`src/rtl/vc_wrr_scheduler_if.sv`:
```
// Bundle of the VC FIFO heads, the D0/D1 push side, weights and FSM state
// shared between the weighted round-robin scheduler and its surroundings.
interface vc_wrr_scheduler_if #(
    parameter int DATA_WIDTH = 6,
    parameter int CNT_WIDTH  = 4
);
    // VC0 FIFO (first-word-fall-through head)
    logic [DATA_WIDTH-1:0] vc0_data;
    logic                  vc0_empty;
    logic                  vc0_pop;
    // VC1 FIFO (first-word-fall-through head)
    logic [DATA_WIDTH-1:0] vc1_data;
    logic                  vc1_empty;
    logic                  vc1_pop;
    // Per-VC turn lengths
    logic [CNT_WIDTH-1:0]  weight_vc0;
    logic [CNT_WIDTH-1:0]  weight_vc1;
    // Destination FIFOs
    logic                  d0_almost_full;
    logic                  d1_almost_full;
    logic [DATA_WIDTH-1:0] data_out;
    logic                  d0_push;
    logic                  d1_push;
    // Scheduler FSM state
    logic [1:0]            state;

    // Scheduler side: consumes VC heads, produces pops and pushes
    modport master (
        input  vc0_data, vc0_empty, vc1_data, vc1_empty,
        input  weight_vc0, weight_vc1,
        input  d0_almost_full, d1_almost_full,
        output vc0_pop, vc1_pop,
        output data_out, d0_push, d1_push, state
    );

    // Environment side: presents VC heads, receives pops and pushes
    modport slave (
        output vc0_data, vc0_empty, vc1_data, vc1_empty,
        output weight_vc0, weight_vc1,
        output d0_almost_full, d1_almost_full,
        input  vc0_pop, vc1_pop,
        input  data_out, d0_push, d1_push, state
    );
endinterface

```
`src/rtl/vc_wrr_scheduler.sv`:
```
// Weighted round-robin scheduler between two VC FIFOs. Pops at most one head
// word per cycle, steers it to D0 or D1 by its destination bit, and skips any
// head whose destination FIFO is almost full.
module vc_wrr_scheduler #(
    parameter int DATA_WIDTH = 6,
    parameter int DEST_BIT   = 4,
    parameter int CNT_WIDTH  = 4
) (
    input  logic                clk,
    input  logic                reset,
    vc_wrr_scheduler_if.master  bus
);
    localparam logic [1:0] ST_IDLE   = 2'b00;
    localparam logic [1:0] ST_SERVE0 = 2'b01;
    localparam logic [1:0] ST_SERVE1 = 2'b10;

    // Turn bookkeeping: owner 0 = VC0, 1 = VC1
    logic                  owner_q, owner_d;
    logic [CNT_WIDTH-1:0]  cnt_q, cnt_d;
    logic [1:0]            state_q, state_d;
    // Output register stage
    logic [DATA_WIDTH-1:0] data_out_q, data_out_d;
    logic                  d0_push_q, d0_push_d;
    logic                  d1_push_q, d1_push_d;

    logic                  e0, e1;
    logic                  e_owner, e_other;
    logic [CNT_WIDTH-1:0]  w0, w1, w_owner, w_other;
    logic                  grant_valid;
    logic                  grant_vc;
    logic [DATA_WIDTH-1:0] popped;
    logic                  pop0, pop1;

    // A head is eligible when present and its own destination can take it
    always_comb begin
        e0 = !bus.vc0_empty &&
             !(bus.vc0_data[DEST_BIT] ? bus.d1_almost_full : bus.d0_almost_full);
        e1 = !bus.vc1_empty &&
             !(bus.vc1_data[DEST_BIT] ? bus.d1_almost_full : bus.d0_almost_full);
        w0 = (bus.weight_vc0 == '0) ? CNT_WIDTH'(1) : bus.weight_vc0;
        w1 = (bus.weight_vc1 == '0) ? CNT_WIDTH'(1) : bus.weight_vc1;
    end

    // Grant selection: continue turn, else switch, else restart own turn
    always_comb begin
        // NOTE: every output gets a default first so no path leaves a latch.
        e_owner     = owner_q ? e1 : e0;
        e_other     = owner_q ? e0 : e1;
        w_owner     = owner_q ? w1 : w0;
        w_other     = owner_q ? w0 : w1;
        grant_valid = 1'b0;
        grant_vc    = owner_q;
        owner_d     = owner_q;
        cnt_d       = cnt_q;
        if (e_owner && cnt_q != '0) begin
            grant_valid = 1'b1;
            cnt_d       = cnt_q - CNT_WIDTH'(1);
        end else if (e_other) begin
            grant_valid = 1'b1;
            grant_vc    = !owner_q;
            owner_d     = !owner_q;
            cnt_d       = w_other - CNT_WIDTH'(1);
        end else if (e_owner) begin
            grant_valid = 1'b1;
            cnt_d       = w_owner - CNT_WIDTH'(1);
        end
    end

    // Pops, next FSM state and next output-stage contents from the grant
    always_comb begin
        // Pops are suppressed during reset so a word is never lost to it
        pop0       = grant_valid && !grant_vc && !reset;
        pop1       = grant_valid &&  grant_vc && !reset;
        popped     = grant_vc ? bus.vc1_data : bus.vc0_data;
        state_d    = ST_IDLE;
        data_out_d = data_out_q;
        d0_push_d  = 1'b0;
        d1_push_d  = 1'b0;
        if (grant_valid) begin
            state_d    = grant_vc ? ST_SERVE1 : ST_SERVE0;
            data_out_d = popped;
            d0_push_d  = !popped[DEST_BIT];
            d1_push_d  =  popped[DEST_BIT];
        end
    end

    // State and output registers; owner resets to VC1 so VC0 wins first
    always_ff @(posedge clk or posedge reset) begin
        if (reset) begin
            owner_q    <= 1'b1;
            cnt_q      <= '0;
            state_q    <= ST_IDLE;
            data_out_q <= '0;
            d0_push_q  <= 1'b0;
            d1_push_q  <= 1'b0;
        end else begin
            // NOTE: non-blocking so every register samples pre-edge values.
            owner_q    <= owner_d;
            cnt_q      <= cnt_d;
            state_q    <= state_d;
            data_out_q <= data_out_d;
            d0_push_q  <= d0_push_d;
            d1_push_q  <= d1_push_d;
        end
    end

    assign bus.vc0_pop  = pop0;
    assign bus.vc1_pop  = pop1;
    assign bus.data_out = data_out_q;
    assign bus.d0_push  = d0_push_q;
    assign bus.d1_push  = d1_push_q;
    assign bus.state    = state_q;
endmodule

```
`src/flat_wrapper.sv`:
```
// flat-port wrapper written by rule: the top's interface ports become plain ports
module vc_wrr_scheduler_flat 
#(
    parameter int DATA_WIDTH = 6,
    parameter int DEST_BIT   = 4,
    parameter int CNT_WIDTH  = 4
)
  (clk, reset, bus_vc0_data, bus_vc0_empty, bus_vc1_data, bus_vc1_empty, bus_weight_vc0, bus_weight_vc1, bus_d0_almost_full, bus_d1_almost_full, bus_vc0_pop, bus_vc1_pop, bus_data_out, bus_d0_push, bus_d1_push, bus_state);
  vc_wrr_scheduler_if #(.DATA_WIDTH(DATA_WIDTH), .CNT_WIDTH(CNT_WIDTH)) bus_i ();
  input  logic clk;
  input  logic reset;
  input wire logic [$bits(bus_i.vc0_data)-1:0] bus_vc0_data;
  input wire logic [$bits(bus_i.vc0_empty)-1:0] bus_vc0_empty;
  input wire logic [$bits(bus_i.vc1_data)-1:0] bus_vc1_data;
  input wire logic [$bits(bus_i.vc1_empty)-1:0] bus_vc1_empty;
  input wire logic [$bits(bus_i.weight_vc0)-1:0] bus_weight_vc0;
  input wire logic [$bits(bus_i.weight_vc1)-1:0] bus_weight_vc1;
  input wire logic [$bits(bus_i.d0_almost_full)-1:0] bus_d0_almost_full;
  input wire logic [$bits(bus_i.d1_almost_full)-1:0] bus_d1_almost_full;
  output wire logic [$bits(bus_i.vc0_pop)-1:0] bus_vc0_pop;
  output wire logic [$bits(bus_i.vc1_pop)-1:0] bus_vc1_pop;
  output wire logic [$bits(bus_i.data_out)-1:0] bus_data_out;
  output wire logic [$bits(bus_i.d0_push)-1:0] bus_d0_push;
  output wire logic [$bits(bus_i.d1_push)-1:0] bus_d1_push;
  output wire logic [$bits(bus_i.state)-1:0] bus_state;
  assign bus_i.vc0_data = bus_vc0_data;
  assign bus_i.vc0_empty = bus_vc0_empty;
  assign bus_i.vc1_data = bus_vc1_data;
  assign bus_i.vc1_empty = bus_vc1_empty;
  assign bus_i.weight_vc0 = bus_weight_vc0;
  assign bus_i.weight_vc1 = bus_weight_vc1;
  assign bus_i.d0_almost_full = bus_d0_almost_full;
  assign bus_i.d1_almost_full = bus_d1_almost_full;
  assign bus_vc0_pop = bus_i.vc0_pop;
  assign bus_vc1_pop = bus_i.vc1_pop;
  assign bus_data_out = bus_i.data_out;
  assign bus_d0_push = bus_i.d0_push;
  assign bus_d1_push = bus_i.d1_push;
  assign bus_state = bus_i.state;
  vc_wrr_scheduler #(.DATA_WIDTH(DATA_WIDTH), .DEST_BIT(DEST_BIT), .CNT_WIDTH(CNT_WIDTH)) u_core (.clk(clk), .reset(reset), .bus(bus_i));
endmodule
```
`config.mk`:
```
export PLATFORM = sky130hd
export DESIGN_NAME = vc_wrr_scheduler_flat
export DESIGN_NICKNAME = d
export VERILOG_FILES = /design/src/rtl/vc_wrr_scheduler_if.sv /design/src/rtl/vc_wrr_scheduler.sv /design/src/flat_wrapper.sv
export SDC_FILE = /design/constraint.sdc
export NUM_CORES = 1
export LEC_CHECK = 0
export BUFFER_PORTS_ARGS = -buffer_cell sky130_fd_sc_hd__buf_2
export CAP_MARGIN = 20
export CORE_UTILIZATION = 52
export DETAILED_ROUTE_END_ITERATION = 16
export PLACE_DENSITY = 0.93
export REMOVE_ABC_BUFFERS = 1
export SYNTH_ARGS = -nofsm -noshare
export SYNTH_HDL_FRONTEND = slang
export SYNTH_SLANG_ARGS = --single-unit
```
`constraint.sdc`:
```
create_clock -name clk -period 4.05 [get_ports clk]
set_input_delay 0.2025 -clock clk [delete_from_list [all_inputs] [get_ports clk]]
set_output_delay 0.2025 -clock clk [all_outputs]
set_load 0.03 [all_outputs]
```
; ---- Word-level counts from Yosys, hierarchy flattened
; Cells that the tools add are included.
; Widths: inputs -> output; s select.
[op_classes]
muxes = 21
n_reduce_logical = 19
addsub = 3
[ops]
columns = op, count
row1 = $mux 4, 7
row2 = $sub 4x1->4 const B, 3
row3 = $mux 1, 11
row4 = $logic_not 1->1, 8
row5 = $logic_not 4->1, 2
row6 = $logic_and 1x1->1, 7
row7 = $mux 6, 1
row8 = $mux 2, 2
row9 = $reduce_bool 4->1, 1
row10 = $reduce_bool 3->1, 1
[totals]
elab_cells = 49
regBits = 15
output_inout_bits = 12

; ---- Depth between registers and ports, before layout
; Gate-level depths: netlist (run 1).
[logic_depth]
depth_word = 9
depth_mapped = 10

; ---- Least setup slack after synthesis (run 1)
; No wires, ideal clock.
[synth_path]
kind = register to output
start = register u_core.cnt_q[1]
end = output bus_vc0_pop
path_buffers = 0
slack_ns = 1.809
path_stages_with_launch = 6
t_arrival_ns = 2.039
required_ns = 3.848
cell_sequence = dfrtp_1 nor4_4 o21ai_2 a22oi_4 inv_2 nor3_1
[synth_between]
elab_chain_cells = 6
[synth_rtl]
columns = item, line
row1 = from (decl), vc_wrr_scheduler.sv:19  ; logic [CNT_WIDTH-1:0] cnt_q, cnt_d;
row2 = from (signal assigned), vc_wrr_scheduler.sv:99  ; cnt_q <= cnt_d;
row3 = $reduce_bool 4->1, vc_wrr_scheduler.sv:55  ; if (e_owner && cnt_q != '0) begin
row4 = $logic_and 1x1->1, vc_wrr_scheduler.sv:55
row5 = $mux 1, vc_wrr_scheduler.sv:55
row6 = net u_core.grant_vc, vc_wrr_scheduler.sv:30  ; logic grant_vc;
row7 = $logic_not 1->1, vc_wrr_scheduler.sv:72  ; pop0 = grant_valid && !grant_vc && !reset;
row8 = $logic_and 1x1->1 (2 in a row), vc_wrr_scheduler.sv:72
row9 = to (decl), flat_wrapper.sv:20  ; output wire logic [$bits(bus_i.vc0_pop)-1:0] bus_vc0_pop;
; The timed path passes the listed nets, and every way through them passes these cells.

; ---- Worst setup path in the final report (run 1)
[layout_path]
start = register u_core.owner_q
end = register u_core.cnt_q[2]
[layout_between]
elab_chain_cells = 5
[layout_rtl]
columns = item, line
row1 = from (decl), vc_wrr_scheduler.sv:18  ; logic owner_q, owner_d;
row2 = from (signal assigned), vc_wrr_scheduler.sv:98  ; owner_q <= owner_d;
row3 = $mux 4, vc_wrr_scheduler.sv:49  ; w_owner = owner_q ? w1 : w0;
row4 = $sub 4x1->4, vc_wrr_scheduler.sv:65  ; cnt_d = w_owner - CNT_WIDTH'(1);
row5 = $mux 4, vc_wrr_scheduler.sv:63  ; end else if (e_owner) begin
row6 = $mux 4, vc_wrr_scheduler.sv:58  ; end else if (e_other) begin
row7 = $mux 4, vc_wrr_scheduler.sv:55
; Parallel ways exist; a longest one is shown, timed or not. The select of a mux whose other input is x is not followed.
; A chain may end at the register's enable or synchronous reset.

==> results of run 1 <==
-- final timing paths --
path	cells after the start	slack, ns	endpoint
max	9	1.57	u_core.cnt_q[2]
min	3	0.19	u_core.bus.data_out[0]
max reg2reg	9	1.57	u_core.cnt_q[2]
min in group asynchronous	3	0.56	u_core.bus.data_out[3]
max in group asynchronous	3	3.11	u_core.owner_q
min reg2reg	2	0.49	u_core.bus.data_out[1]
-- power groups by stage --
| stage | clock network (mW) | registers [mW] | logic, mW |
|---|---|---|---|
| 2_1_floorplan | 0 | 0.269 | 0.146 |
| 3_3_place_gp | 0 | 0.235 | 0.241 |
| 3_5_place_dp | 0 | 0.239 | 0.247 |
| 4_1_cts | 0.0865 | 0.235 | 0.249 |
| 5_1_grt | 0.0920 | 0.242 | 0.273 |
| 6_report | 0.0833 | 0.237 | 0.250 |
-- cells by family after synthesis --
logic type	count (synthesis)
and+or+nand+nor	37
AOI/OAI and AO/OA	27
muxes	16
DFF	15
buffers and inverters	12
adders and majority gates	3
-- per-layer routing --
| metal | GRT usage [%] | wire [um] |
|---|---|---|
| met2 | 41.1 | 1070 |
| met4 | 12.9 | 19 |
| met5 | 0 | 0 |
| met3 | 2.75 | 156 |
| met1 | 29.5 | 1070 |
-- what timing repair did --
item	in CTS	in global routing
endpoints found under the setup margin	0	0
endpoints found under the hold margin	14	0
hold buffers	1	0
-- Yosys cell counts (2+ instances only) --
cell type | n | area, um2
clkbuf_1 | 2 | 7.51
o22ai_1 | 3 | 18.8
inv_1 | 6 | 22.5
mux2_4 | 2 | 30.0
mux2i_1 | 11 | 110
nand2_1 | 9 | 33.8
nor3_1 | 7 | 35.0
nor2_1 | 11 | 41.3
a31oi_1 | 3 | 18.8
dfrtp_1 | 14 | 350
nor4_1 | 2 | 12.5
mux2_2 | 2 | 22.5
a21oi_1 | 4 | 20.0
maj3_2 | 2 | 22.5
o21ai_1 | 6 | 30.0
buf_2 | 2 | 10.0
-- final cells by class --
class / count / area [um2]
multi-input cells: 83 / 597
fillers: 147 / 523
flip-flops and latches: 15 / 377
repair buffers: 39 / 203
well taps: 25 / 31.3
clock buffers: 4 / 26.3
inverters: 7 / 26.3
-- worst max-delay path: cells and delay by family (launching register included) --
kind / cells / cell delay, ns
AO/OA/AOI/OAI: 5 / 0.64
adder cells (fa/ha/maj): 1 / 0.23
buffers and inverters: 1 / 0.13
flip-flops: 1 / 0.69
AND/OR/NAND/NOR: 2 / 0.69
-- sequential cells by signal, indices dropped and copies added, names as in the netlist --
register and count:
u_core.bus.d0_push 1, u_core.cnt_q 4, u_core.bus.d1_push 1, u_core.bus.data_out 6
u_core.bus.state 2, u_core.owner_q 1
==> results.sh, run 1 <==
export IMPL_final_net_count=176
export IMPL_synthMuxAreaShare_pct=16.9
export IMPL_place_ws_ns=1.60
export IMPL_layout_worst_path_cycle_share_pct=61.2
export IMPL_synthSimpleGateAreaFrac_pct=18.7
export IMPL_clock_path_buffers=2
export IMPL_fin_worst_skew_ns=0.00487
export IMPL_synthCells=110
export IMPL_final_util_pct=70.7
export IMPL_clkPwrFrac_pct=14.6
export IMPL_r2r_start="u_core.owner_q"
export IMPL_cap_violations=0
export IMPL_synth_edf_count=0
export IMPL_synth_flop_cell="dfrtp_1"
export IMPL_cts_setup_buffers=0
export IMPL_synth_top_family_by_area="compound AO/OA/AOI/OAI gates"
export IMPL_ioPinCount=38
export IMPL_antenna_left=0
export IMPL_dp_cells=168
export IMPL_crit_type="flop to flop"
export IMPL_worstHoldStart="bus_vc1_data[0]"
export IMPL_grt_pass1_wl_mm=3.64
export IMPL_slowest_stage="dfstp_2"
export IMPL_slew_viol_final=0
export IMPL_gp_congestion=0.988
export IMPL_fin_tns_setup_ns=0
export IMPL_status="finished, final reports clean"
export IMPL_fin_area_um2=1260
export IMPL_crit_fanout=12
export IMPL_drt_total_wl_mm=2.31
export IMPL_die_w_um=46.5
export IMPL_overflow=0
export IMPL_power_mw=0.570
export IMPL_netSwitchingFraction_pct=41.8
export IMPL_syn_area_um2=1030
export IMPL_min_path_type="input pin to flop"
export IMPL_min_period_ns=2.48
export IMPL_combPwrFrac_pct=43.8
export IMPL_diodes=0
export IMPL_power_density_nw_per_um2=452
export IMPL_row_count=15
export IMPL_seq_power_share_pct=41.5
export IMPL_initial_core_util_pct=57.7
export IMPL_synth_yosys_seq_area_share_pct=36.6
export IMPL_worstPathArrival_ns=2.64
export IMPL_crit_chain="inv_1 > nor4_1 > nor2_4 > o211ai_1 > o21ai_0 > ha_1 > o21ba_1 > o22ai_1 > a31oi_1"
export IMPL_synth_ff_latch_count=15
export IMPL_finalWorstSetupSlack_ns=1.57
export IMPL_cts_resized=0
export IMPL_cts_sinks=15
export IMPL_cts_clk_slew_worst_paths_ns=0.09
export IMPL_mostFrequentLayoutCells="37 x buf_2, 14 x dfrtp_1, 11 x nor2_1, 11 x mux2i_1, 9 x nand2_1"
export IMPL_synthAdderAreaFrac_pct=3.41
export IMPL_worst_pin_slew_ns=0.647
export IMPL_drive_gt1_share_pct=37.2
export IMPL_yosysWarnings=0
export IMPL_dr_first_iter_drc_count=19
export IMPL_cts_root_buf="clkbuf_4"
export IMPL_slowest_delay_ns=0.69
export IMPL_synth_async_reset_ratio_pct=100
export IMPL_worstSetupStartpointType="flop"
export IMPL_drc=0
export IMPL_synth_compound_area_share_pct=19.0
export IMPL_mostFrequentLayoutCell="buf_2"
export IMPL_syn_area_per_cell_um2=9.35
export IMPL_vias_per_cell=5.62
export IMPL_hold_violations=0
export IMPL_power_switching_mw=0.238
export IMPL_avgRoutedWirePerCell_um=13.4
export IMPL_end_kind="flop"
export IMPL_p_int_mw=0.331
export IMPL_finalNonFillerCells=173
export IMPL_core_um2=1780
export IMPL_portBuffers=37
export IMPL_p_leak_nw=0.623
export IMPL_rsz0062_at_grt="no"
export IMPL_synthXorXnorAreaFrac_pct=0
export IMPL_grt_pass1_vias=903
export IMPL_yosysUniqueCellTypes=40
export IMPL_antenna_found_initial=0
export IMPL_vias=972
export IMPL_vdd_drop_max_v=0.000271
export IMPL_track_usage_pct=24.2
export IMPL_setup_worst_path_start="u_core.owner_q"
export IMPL_hpwl_mm=1.76
export IMPL_cts_tree="yes"
export IMPL_fin_worst_hold_slack_ns=0.188
export IMPL_clock_latency_ns=0.28
export IMPL_cts_buffers=3
export IMPL_required_ns=4.21
export IMPL_fmax_ghz=0.403
export IMPL_placed_area_um2=1220
export IMPL_areaGrowthSynthToFinish_pct=22.5
export IMPL_grt_max_degree=23
export IMPL_setup_violations=0
export IMPL_die_area_um2=2160
export IMPL_slew_headroom_pct=56.5
export IMPL_htree_levels=1
export IMPL_detail_route_first_pass_iterations=4
export IMPL_die_y_um=46.5
Power figures use the tool's default switching activity.
==> run 2, diff against run 1 <==
--- a/config.mk
+++ b/config.mk
@@ -7,9 +7,9 @@
 export LEC_CHECK = 0
 export BUFFER_PORTS_ARGS = -buffer_cell sky130_fd_sc_hd__buf_2
 export CAP_MARGIN = 20
-export CORE_UTILIZATION = 52
+export CORE_UTILIZATION = 48
 export DETAILED_ROUTE_END_ITERATION = 16
-export PLACE_DENSITY = 0.93
+export PLACE_DENSITY = 0.87
 export REMOVE_ABC_BUFFERS = 1
 export SYNTH_ARGS = -nofsm -noshare
 export SYNTH_HDL_FRONTEND = slang
==> constraint.sdc (replaced) <==
create_clock -name clk -period 2.4 [get_ports clk]
set_input_delay 0.12 -clock clk [delete_from_list [all_inputs] [get_ports clk]]
set_output_delay 0.12 -clock clk [all_outputs]
set_load 0.03 [all_outputs]
==> results.sh, run 2 (synthesis gave the netlist of run 1 again) <==
export IMPL_mostFrequentLayoutCells="37 x buf_2, 14 x dfrtp_1, 11 x nor2_1, 11 x mux2i_1"
export IMPL_netSwitchingFraction_pct=40.6
export IMPL_hold_violations=0
export IMPL_diodes=0
export IMPL_power_density_nw_per_um2=750
export IMPL_dr_first_iter_drc_count=15
export IMPL_clock_latency_ns=0.27
export IMPL_seq_power_share_pct=38.8
export IMPL_mostFrequentLayoutCell="buf_2"
export IMPL_vias_per_cell=5.36
export IMPL_htree_levels=1
export IMPL_crit_fanout=6
export IMPL_track_usage_pct=21.1
export IMPL_grt_pass1_wl_mm=3.41
export IMPL_largest_reg_flops=6
export IMPL_worstPathArrival_ns=2.04
export IMPL_initial_core_util_pct=51.9
export IMPL_required_ns=2.28
export IMPL_min_path_type="input pin to flop"
export IMPL_vias=981
export IMPL_drive_gt1_share_pct=40.4
export IMPL_grt_max_degree=18
export IMPL_antenna_found_initial=0
export IMPL_p_leak_nw=0.664
export IMPL_fmax_ghz=0.464
export IMPL_vdd_drop_max_v=0.000464
export IMPL_cts_buffers=3
export IMPL_place_ws_ns=0.302
export IMPL_p_int_mw=0.590
export IMPL_overflow=0
export IMPL_cts_tree="yes"
export IMPL_finalNonFillerCells=183
export IMPL_avgRoutedWirePerCell_um=12.0
export IMPL_row_count=16
export IMPL_worst_pin_slew_ns=0.549
export IMPL_crit_type="flop to output port"
export IMPL_maxUsedRoutingLayer="met4"
export IMPL_cts_root_buf="clkbuf_4"
export IMPL_drt_met1_wl_um=973
export IMPL_dp_cells=174
export IMPL_grt_pass1_vias=860
export IMPL_fill_cells=167
export IMPL_areaGrowthSynthToFinish_pct=28.6
export IMPL_antenna_left=0
export IMPL_portBuffers=37
export IMPL_core_um2=1980
export IMPL_slew_headroom_pct=63.4
export IMPL_layout_worst_path_cycle_share_pct=89.8
export IMPL_gp_congestion=0.880
export IMPL_cts_clk_slew_worst_paths_ns=0.08
export IMPL_cts_sinks=15
export IMPL_end_kind="output port"
export IMPL_finalWorstSetupSlack_ns=0.245
export IMPL_die_area_um2=2330
export IMPL_die_w_um=48.3
export IMPL_fin_tns_setup_ns=0
export IMPL_hpwl_mm=1.73
export IMPL_die_y_um=48.3
export IMPL_power_switching_mw=0.403
export IMPL_drt_total_wl_mm=2.20
export IMPL_ioPinCount=38
export IMPL_cts_resized=0
export IMPL_worstSetupStartpointType="flop"
export IMPL_combPwrFrac_pct=47.5
export IMPL_final_net_count=184
export IMPL_drc=0
export IMPL_wl_met3_um=142
export IMPL_fin_worst_hold_slack_ns=0.108
export IMPL_clock_path_buffers=2
export IMPL_clkPwrFrac_pct=13.8
export IMPL_min_period_ns=2.16
export IMPL_rsz0062_at_grt="no"
export IMPL_setup_violations=0
export IMPL_slew_viol_final=0
export IMPL_status="finished, final reports clean"
export IMPL_dr_wl_met2_mm=1.04
export IMPL_cap_violations=0
export IMPL_fin_worst_skew_ns=0.00153
export IMPL_detail_route_first_pass_iterations=4
-- run 2: changes by cell type in the layout (fill, tap and decap cells not counted), sizes merged --
cell,before,now
buf,38,46
-- run 2: layout make-up --
| cell class | instances | area, um2 | share of cell area [%] |
|---|---|---|---|
| inverters | 7 | 26.3 | 1.99 |
| flip-flops and latches | 15 | 377 | 28.5 |
| well taps | 27 | 33.8 | 2.55 |
| multi-input cells | 83 | 597 | 45.1 |
| repair buffers | 47 | 263 | 19.9 |
| clock buffers | 4 | 26.3 | 1.99 |
-- run 2: path summary, 6_finish.rpt --
| kind | startpoint | endpoint | slack, ns | depth (start not counted) |
|---|---|---|---|---|
| min in group asynchronous | reset | u_core.bus.state[0] | 0.44 | 3 |
| max reg2reg | u_core.owner_q | u_core.cnt_q[2] | 0.27 | 10 |
| max in group asynchronous | reset | u_core.owner_q | 1.59 | 3 |
| min reg2reg | u_core.bus.data_out[0] | u_core.bus.data_out[0] | 0.49 | 2 |
| min | bus_vc1_data[0] | u_core.bus.data_out[0] | 0.11 | 3 |
| max | u_core.cnt_q[1] | bus_vc0_pop | 0.24 | 7 |
-- run 2: repair_timing --
item                                    in CTS  in global routing
hold buffers                                 1                  0
endpoints found under the hold margin       14                  0
endpoints found under the setup margin       0                  1
setup buffers                                0                  4
-- run 2: routing by layer --
layer	up-vias	GRT usage, %
li1	492	-
met1	438	24.7
met2	43	37.1
met3	8	4.44
met4	0	8.89
met5	-	0
-- run 2: through the flow --
stage          instance area [um2]  utilization, %  power, mW
6_report                      1320            66.7      0.992
5_1_grt                       1320            66.7       1.06
4_1_cts                       1290            65.2      0.976
3_5_place_dp                  1260            63.4      0.837
3_3_place_gp                  1260            63.4      0.815
2_1_floorplan                 1000               -      0.700
-- run 2: critical path, stage by stage (launching register included) --
cell     delay (ns)
dfrtp_1        0.44
nor4_4         0.32
buf_4          0.20
o21ai_2        0.07
a22oi_4        0.27
inv_2          0.08
nor3_1         0.14
buf_2          0.23
-- run 2: power groups by stage --
| stage | Sequential, mW | Combinational [mW] | Clock [mW] |
|---|---|---|---|
| final | 0.385 | 0.471 | 0.137 |
| after CTS | 0.386 | 0.451 | 0.140 |
| after global routing | 0.395 | 0.511 | 0.154 |
| after detailed placement | 0.390 | 0.447 | 0 |
| after global placement | 0.385 | 0.430 | 0 |
| after floorplan | 0.454 | 0.246 | 0 |
==> run 3, diff against run 2 <==
==> constraint.sdc (replaced) <==
create_clock -name clk -period 2.42 [get_ports clk]
set_input_delay 0.121 -clock clk [delete_from_list [all_inputs] [get_ports clk]]
set_output_delay 0.121 -clock clk [all_outputs]
set_load 0.03 [all_outputs]
==> results.sh, run 3 (synthesis gave the netlist of run 1 again) <==
export IMPL_status="finished, final reports clean"
export IMPL_overflow=0
export IMPL_grt_pass1_vias=856
export IMPL_gp_congestion=0.908
export IMPL_critPathBufInv=3
export IMPL_grt_pass1_wl_mm=3.48
export IMPL_antenna_found_initial=0
export IMPL_rrSetupSlack_ns=0.31
export IMPL_min_period_ns=2.22
export IMPL_final_net_count=185
export IMPL_crit_type="flop to output port"
export IMPL_areaGrowthSynthToFinish_pct=29.4
export IMPL_worstSetupStartpointType="flop"
export IMPL_vias_per_cell=5.55
export IMPL_required_ns=2.30
export IMPL_die_w_um=48.3
export IMPL_grt_max_degree=18
export IMPL_clock_path_buffers=2
export IMPL_die_area_um2=2330
export IMPL_cts_sinks=15
export IMPL_worstHoldEndpoint="u_core.bus.data_out[2]"
export IMPL_hold_depth=3
export IMPL_reg2reg_to="u_core.cnt_q[2]"
export IMPL_drc=0
export IMPL_setup_violations=0
export IMPL_mostFrequentLayoutCells="37 x buf_2, 14 x dfrtp_1, 11 x nor2_1, 11 x mux2i_1, 10 x buf_4"
export IMPL_end_kind="output port"
export IMPL_worstHoldStart="bus_vc1_data[2]"
export IMPL_cts_buffers=3
export IMPL_drive_gt1_share_pct=41.4
export IMPL_vdd_drop_max_v=0.000469
export IMPL_crit_fanout=6
export IMPL_drt_total_wl_mm=2.42
export IMPL_r2r_cells=10
export IMPL_layout_worst_path_cycle_share_pct=91.7
export IMPL_dr_first_iter_drc_count=25
export IMPL_finalNonFillerCells=184
export IMPL_track_usage_pct=21.4
export IMPL_hpwl_mm=1.80
export IMPL_r2r_start="u_core.owner_q"
export IMPL_power_density_nw_per_um2=756
export IMPL_portBuffers=37
export IMPL_largest_reg_flops=6
export IMPL_rsz0062_at_grt="no"
export IMPL_min_path_type="input pin to flop"
export IMPL_slowest_delay_ns=0.45
export IMPL_avgRoutedWirePerCell_um=13.1
export IMPL_p_leak_nw=0.671
export IMPL_clock_latency_ns=0.29
export IMPL_dp_cells=173
export IMPL_slew_viol_final=0
export IMPL_power_mw=1.01
export IMPL_ioPinCount=38
export IMPL_hold_violations=0
export IMPL_slew_headroom_pct=62.9
export IMPL_crit_family="buffers and inverters"
export IMPL_die_y_um=48.3
export IMPL_core_um2=1980
export IMPL_worstPathArrival_ns=2.10
export IMPL_cap_violations=0
export IMPL_antenna_left=0
export IMPL_crit_chain="nor4_4 > buf_4 > o21ai_2 > a22oi_4 > inv_2 > nor3_1 > buf_2"
export IMPL_fin_worst_skew_ns=0.00973
export IMPL_fin_tns_setup_ns=0
export IMPL_cts_tree="yes"
export IMPL_row_count=16
export IMPL_fmax_ghz=0.451
export IMPL_worst_pin_slew_ns=0.556
export IMPL_detail_route_first_pass_iterations=5
export IMPL_htree_levels=1
export IMPL_mostFrequentLayoutCell="buf_2"
export IMPL_cts_clk_slew_worst_paths_ns=0.09
export IMPL_cts_root_buf="clkbuf_4"
export IMPL_initial_core_util_pct=51.9
export IMPL_vias=1021
export IMPL_diodes=0
export IMPL_slowest_stage="dfrtp_1"
==> run 3: worst max path at each step <==
stage / startpoint / endpoint / slack (ns) / cells after the start
finish: u_core.cnt_q[1] / bus_vc0_pop / 0.20 / 7
detailed placement: u_core.owner_q / u_core.cnt_q[2] / 0.19 / 10
CTS: u_core.cnt_q[1] / bus_vc0_pop / 0.09 / 7
global placement: u_core.owner_q / u_core.cnt_q[2] / 0.28 / 10
global route: u_core.cnt_q[1] / bus_vc1_pop / 0.06 / 8
floorplan: u_core.owner_q / u_core.cnt_q[2] / 0.17 / 9
==> run 3: metrics by stage <==
step	hold slack, ns	instance area [um2]	setup slack [ns]	utilization [%]
after global routing	0.116	1330	0.0558	67.2
after global placement	0.204	1250	0.279	63.0
after floorplan	0.0218	1000	0.175	-
after detailed placement	0.219	1250	0.192	63.0
final	0.0983	1330	0.201	67.2
after CTS	0.0947	1290	0.0901	64.9
==> run 3: metal layers <==
metal | share of wire [%] | GRT usage [%] | vias to the layer above
met3 | 7.0 | 2.96 | 10
met1 | 43 | 26.7 | 464
met2 | 47 | 35.5 | 55
met4 | 2.7 | 12.2 | 0
li1 | - | - | 492
met5 | 0 | 0 | -
==> run 3: what timing repair did <==
item | CTS | global route
endpoints found under the setup margin | 0 | 2
endpoints found under the hold margin | 14 | 0
resized for setup | 0 | 0
hold buffers | 1 | 0
setup buffers | 0 | 6
==> run 3: cell type report <==
| cell class | instances | area (um2) |
|---|---|---|
| multi-input cells | 83 | 597 |
| flip-flops and latches | 15 | 377 |
| clock buffers | 3 | 22.5 |
| well taps | 27 | 33.8 |
| clock inverters | 1 | 5.00 |
| fillers | 147 | 651 |
| repair buffers | 48 | 270 |
| inverters | 7 | 26.3 |
==> run 3: worst min-delay path: stages <==
cell and delay (ns):
buf_2 0.08, mux2i_1 0.05, o21ai_1 0.11
==> run 3: where the power goes <==
group	total, mW	leakage, nW	internal, mW	switching [mW]
Clock	0.144	0.0177	0.0615	0.0822
Sequential	0.391	0.183	0.319	0.0719
Combinational	0.472	0.471	0.206	0.266
Total	1.01	0.671	0.586	0.421
